$ cat config.mk
export PLATFORM = sky130hd
export DESIGN_NAME = serial_subtractor
export DESIGN_NICKNAME = d
export VERILOG_FILES = /design/src/rtl/serial_subtractor.sv
export SDC_FILE = /design/constraint.sdc
export NUM_CORES = 1
export LEC_CHECK = 0
export BUFFER_PORTS_ARGS = -buffer_cell sky130_fd_sc_hd__buf_2
export CORE_AREA = 2 2 62 64
export DETAILED_ROUTE_END_ITERATION = 12
export DIE_AREA = 0 0 64 66
export HOLD_SLACK_MARGIN = 0.02
export PLACE_DENSITY_LB_ADDON = 0.15
export SLEW_MARGIN = 0
export SYNTH_ARGS = -nofsm -noshare
export SYNTH_HDL_FRONTEND = slang
export SYNTH_SLANG_ARGS = --single-unit
$ cat constraint.sdc
create_clock -name clk -period 1.8 [get_ports clk]
set_input_delay 0.18 -clock clk [delete_from_list [all_inputs] [get_ports clk]]
set_output_delay 0.18 -clock clk [all_outputs]
set_load 0.01 [all_outputs]
$ cat src/rtl/serial_subtractor.sv
// rtl/serial_subtractor.sv - bit-serial A - B - BIN, one bit per clock, LSB first
module serial_subtractor #(
  parameter  int WIDTH = 8,
  localparam int CNT_W = $clog2(WIDTH)
) (
  input  logic             clk,
  input  logic             rst_n,
  input  logic             start,
  input  logic [WIDTH-1:0] a,
  input  logic [WIDTH-1:0] b,
  input  logic             bin,
  output logic             busy,
  output logic             done,
  output logic [WIDTH-1:0] diff,
  output logic             borrow_out,
  output logic             ovf
);

  typedef enum logic [1:0] {S_IDLE, S_RUN, S_DONE} state_t;

  state_t             state_q, state_d;
  logic [WIDTH-1:0]   a_sh_q, a_sh_d;
  logic [WIDTH-1:0]   b_sh_q, b_sh_d;
  logic               brw_q, brw_d;
  logic [CNT_W-1:0]   cnt_q, cnt_d;
  logic               a_msb_q, a_msb_d;
  logic               b_msb_q, b_msb_d;
  logic [WIDTH-1:0]   diff_q, diff_d;
  logic               borrow_q, borrow_d;
  logic               ovf_q, ovf_d;

  logic d_bit;
  logic brw_nx;

  // Full-subtractor cell on the current LSBs.
  assign d_bit  = a_sh_q[0] ^ b_sh_q[0] ^ brw_q;
  assign brw_nx = (~a_sh_q[0] & b_sh_q[0]) | (~(a_sh_q[0] ^ b_sh_q[0]) & brw_q);

  always_comb begin
    state_d  = state_q;
    a_sh_d   = a_sh_q;
    b_sh_d   = b_sh_q;
    brw_d    = brw_q;
    cnt_d    = cnt_q;
    a_msb_d  = a_msb_q;
    b_msb_d  = b_msb_q;
    diff_d   = diff_q;
    borrow_d = borrow_q;
    ovf_d    = ovf_q;
    case (state_q)
      S_IDLE: begin
        if (start) begin
          a_sh_d  = a;
          b_sh_d  = b;
          brw_d   = bin;
          cnt_d   = '0;
          a_msb_d = a[WIDTH-1];
          b_msb_d = b[WIDTH-1];
          state_d = S_RUN;
        end
      end
      S_RUN: begin
        // Difference bits refill the minuend register from the top as it drains.
        a_sh_d = {d_bit, a_sh_q[WIDTH-1:1]};
        b_sh_d = b_sh_q >> 1;
        brw_d  = brw_nx;
        cnt_d  = cnt_q + CNT_W'(1);
        if (cnt_q == CNT_W'(WIDTH-1)) begin
          diff_d   = {d_bit, a_sh_q[WIDTH-1:1]};
          borrow_d = brw_nx;
          ovf_d    = (a_msb_q != b_msb_q) && (d_bit != a_msb_q);
          state_d  = S_DONE;
        end
      end
      S_DONE: begin
        state_d = S_IDLE;
      end
      default: begin
        state_d = S_IDLE;
      end
    endcase
  end

  always_ff @(posedge clk) begin
    if (!rst_n) begin
      state_q  <= S_IDLE;
      a_sh_q   <= '0;
      b_sh_q   <= '0;
      brw_q    <= 1'b0;
      cnt_q    <= '0;
      a_msb_q  <= 1'b0;
      b_msb_q  <= 1'b0;
      diff_q   <= '0;
      borrow_q <= 1'b0;
      ovf_q    <= 1'b0;
    end else begin
      state_q  <= state_d;
      a_sh_q   <= a_sh_d;
      b_sh_q   <= b_sh_d;
      brw_q    <= brw_d;
      cnt_q    <= cnt_d;
      a_msb_q  <= a_msb_d;
      b_msb_q  <= b_msb_d;
      diff_q   <= diff_d;
      borrow_q <= borrow_d;
      ovf_q    <= ovf_d;
    end
  end

  assign busy       = (state_q != S_IDLE);
  assign done       = (state_q == S_DONE);
  assign diff       = diff_q;
  assign borrow_out = borrow_q;
  assign ovf        = ovf_q;

endmodule
After elaboration in Yosys (flattened, before gate mapping)
Cells that the tools add are included.
- register bits after elaboration: 34
- add/subtract/negate cells: 1
- equal/unequal tests: 7
- muxes and demuxes: 11
- bitwise logic cells: 7
- reduce and logical (&&, ||, !) cells: 8
- operator list (operator ; count):
    $pmux W8 S2 ; 2
    $mux W8 ; 2
    $reduce_and A2 Y1 ; 4
    $pmux W3 S2 ; 1
    $mux W2 ; 2
    $ne A2 B2 Y1 const B ; 2
    $pmux W2 S2 ; 1
    $reduce_bool A2 Y1 ; 2
    $add A3 B1 Y3 const B ; 1
    $eq A3 B3 Y1 const B ; 1
    $mux W3 ; 1
    $and A1 B1 Y1 ; 2
    $eq A2 B1 Y1 const B ; 1
    $eq A2 B2 Y1 const B ; 1
    $logic_not A2 Y1 ; 1
    $ne A1 B1 Y1 ; 2
    $not A1 Y1 ; 2
    $pmux W1 S2 ; 1
    $xor A1 B1 Y1 ; 2
    $logic_and A1 B1 Y1 ; 1
    $mux W1 ; 1
    $or A1 B1 Y1 ; 1

Logic depth before layout (Yosys ltp)
- depth in word-level cells: 5
- gate-level depth with buffers: 6

Least setup slack after synthesis
Ideal clock, no wire load.
- path type: reg-to-reg
- from: register cnt_q[0]
- to: register borrow_q (netlist: borrow_out)
- arrival: 1219 ps
- setup slack: 465 ps
- cell stages (with the launch flop): 6
- path buffers: 1
- clock period less this slack: 1335 ps
- cell sequence: dfxtp_1 -> ha_1 -> ha_1 -> and3b_1 -> buf_2 -> o211a_1
- word-level cells in the longest chain between the ends: 2
- ends and longest elaborated chain (item ; RTL line ; text):
    start, declared ; 25 ; logic [CNT_W-1:0] cnt_q, cnt_d;
    start signal, assigned ; 101 ; cnt_q <= cnt_d;
    $eq A3 B3 Y1 ; 68 ; if (cnt_q == CNT_W'(WIDTH-1)) begin
    $reduce_and A2 Y1 (no line) ; - ;
    end signal, assigned ; 105 ; borrow_q <= borrow_d;
    end, declared ; 29 ; logic borrow_q, borrow_d;
No other way between the ends.
A chain may end at the register's enable or synchronous reset.

Final worst setup path
- from: register state_q[0]
- to: output busy
- word-level cells in the longest chain between the ends: 1
- ends and longest elaborated chain (item ; RTL line ; text):
    start, declared ; 21 ; state_t state_q, state_d;
    start signal, assigned ; 97 ; state_q <= state_d;
    $reduce_bool A2 Y1 ; 110 ; assign busy = (state_q != S_IDLE);
    end, declared ; 12 ; output logic busy,
No other way between the ends.

==> impl_metrics.py <==
metrics = {
    "status": {
        "status": "completed",
    },
    "route": {
        "dr_total_vias": 1208,
        "wire_per_inst_um": 12.7,
        "antenna_left": 0,
        "drt_iter0_drc": 96,
        "drt_wl_total_mm": 3.04,
        "via_per_inst": 5.03,
        "post-route-drc-count": 0,
        "dr.pass1.iters": 4,
    },
    "place": {
        "numPortBuffers": 31,
        "gp_congestion": 0.761,
        "dp_hpwl_mm": 2.16,
    },
    "setup_path": {
        "r2r-start": "cnt_q[0]",
        "slowest_stage": "dfxtp_1",
        "critPathLaunchType": "flop",
        "worst_ep_arrival_time_ns": 1.31,
        "path_class": "reg2out",
        "cp_max_fo": 12,
        "path_cells": "buf_4 -> inv_1 -> nand2_1 -> buf_2",
        "cp-end-kind": "primary output",
        "critPathMaxStageDelay_ns": 0.42,
        "crit_start": "state_q[0]",
        "cp.required_ns": 1.62,
    },
    "grt": {
        "antenna_found_initial": 0,
        "grt-ovfl-total": 0,
        "grtUsageTotal_pct": 15.6,
        "grt_max_degree": 28,
        "grt_pass1_vias": 1138,
        "grt_pass1_wl_mm": 5.06,
    },
    "pwr": {
        "p_per_area_nw_per_um2": 805,
        "leakage_nw": 0.878,
        "power_mw": 1.42,
        "vdd_drop_max_v": 0.000456,
    },
    "die": {
        "ios": 32,
        "die_height_um": 66,
        "die-area_um2": 4220,
        "core_um2": 3550,
        "rows": 22,
        "dieWidth_um": 64,
        "start_util_pct": 43.3,
    },
    "yosys": {
        "synth_cell_types": 31,
        "yosysWarnings": 0,
        "synthCells": 160,
        "synth_nets": 183,
        "synth_area_per_cell_um2": 9.60,
        "syn-cell-area_um2": 1540,
        "synth-seq-cells": 34,
        "yosysSeqAreaShare_pct": 44.3,
    },
    "clock_tree": {
        "htree_levels": 2,
        "clk_pin_slew_ns": 0.10,
        "cts_resized": 0,
        "cts_sinks": 34,
        "postCtsSetupBuffers": 0,
        "cts_tree": "built",
        "clk-insertion-delay-late_ns": 0.33,
        "numCtsBuffers": 5,
        "cts.path.max_buffers": 2,
        "hold_buffers": 0,
        "ctsRootBufferMaster": "clkbuf_4",
    },
    "sta": {
        "fin_skew_ns": 0.00958,
        "slew_headroom_pct": 73.6,
        "finalSetupTns_ns": 0,
        "rsz0062_at_grt": "no",
        "finalHoldViolCount": 0,
        "min_period_ns": 1.49,
        "tightest_slew_ns": 0.396,
        "fmax_ghz": 0.670,
        "hold_slack_ns": 0.136,
        "finalCritPeriodShare_pct": 82.9,
        "setup_viol": 0,
        "report.final.slew_viol_count": 0,
    },
    "cells_and_area": {
        "nFillCells": 370,
        "multi_input_comb_area_um2": 769,
        "drive_gt1_share_pct": 21.9,
        "mostFrequentLayoutCells": "nand2_1, dfxtp_1, buf_2, mux2i_1, o211a_1",
        "diodes": 0,
        "nets": 215,
        "area_growth_pct": 14.5,
        "seq_area_um2": 681,
    },
    "flow_run": {
        "maxCapViolations": 0,
    },
    "min_path": {
        "min_path_type": "in2reg",
        "worstHoldStart": "a[7]",
    },
}
registers in the layout, summed over array words and instances, names as in the netlist:
name and count:
b_sh_q 8, a_msb_q 1, borrow_out 1, brw_q 1, b_msb_q 1, diff 8, ovf 1, a_sh_q 8
cnt_q 3, state_q 2
worst max-delay path: cells and delay by family, from the launching register on:
kind,cells,cell delay [ns]
buffers and inverters,3,0.48
DFF,1,0.42
and+or+nand+nor,1,0.08
routing by layer:
layer	GRT usage (%)	vias to the layer above	wire length (um)
li1	-	624	-
met1	18.4	554	1390
met2	25.4	26	1450
met3	5.62	4	162
met4	7.07	0	28
met5	0	-	0
per-stage QoR:
stage                     setup WS [ns]  area (um^2)  util [%]  cells
after global routing              0.107         1760      49.5    240
after global placement            0.398         1710      48.3    233
after CTS                         0.305         1760      49.5    240
final                             0.308         1760      49.5    240
after floorplan                   0.465         1540         -    160
after detailed placement          0.344         1710      48.3    233
worst paths after layout:
check	end	slack, ns	cells past startpoint
hold / removal	a_msb_q	0.14	3
setup reg to reg	ovf	0.34	5
hold reg to reg	diff[3]	0.47	2
setup / recovery	busy	0.31	4
area by class of cell:
cell class | instances | share of cell area (%)
repair buffers | 35 | 10.5
well taps | 48 | 3.41
clock buffers | 7 | 2.56
multi-input cells | 111 | 43.7
flip-flops and latches | 34 | 38.7
inverters | 5 | 1.07
cells in the mapped netlist:
master     n  share of area (%)
dfxtp_1   34                 44
nand2_1   34                8.3
mux2i_1   16                 10
o211a_1   14                9.1
a21boi_0  10                4.9
o21ai_0    7                2.3
inv_1      5                1.2
nor2b_1    4                1.6
buf_2      3               0.98
buf_6      3                2.2
clkbuf_1   3               0.73
nor2_1     3               0.73
a21oi_1    2               0.65
a221oi_1   2                1.1
a22oi_1    2               0.98
and3_1     2               0.81
ha_1       2                1.6
and2_1     1               0.41
and2b_1    1               0.49
and3b_1    1               0.57
buf_4      1               0.49
fa_1       1                1.3
nand2b_1   1               0.41
nand3b_1   1               0.49
nand3b_2   1               0.73
nor3b_1    1               0.49
o21ba_1    1               0.65
o21bai_1   1               0.49
o22ai_1    1               0.41
or2b_1     1               0.49
or3b_2     1               0.57
logic make-up (layout without fill, tap and decap cells):
kind of cell	after synthesis	in the layout	share of synthesized area, %
multiplexers	16	16	10.4
flip-flops	34	34	44.3
adder cells (fa/ha/maj)	3	3	2.93
AND/OR/NAND/NOR	52	52	16.1
buffers and inverters	15	47	5.62
AO/OA/AOI/OAI	40	40	20.6
power by group:
group	internal (mW)	leakage (nW)	total (mW)	switching, mW
Clock	0.147	0.0254	0.381	0.234
Sequential	0.796	0.279	0.826	0.0300
Combinational	0.105	0.573	0.210	0.105
Total	1.05	0.878	1.42	0.369
Power figures use the tool's default switching activity.
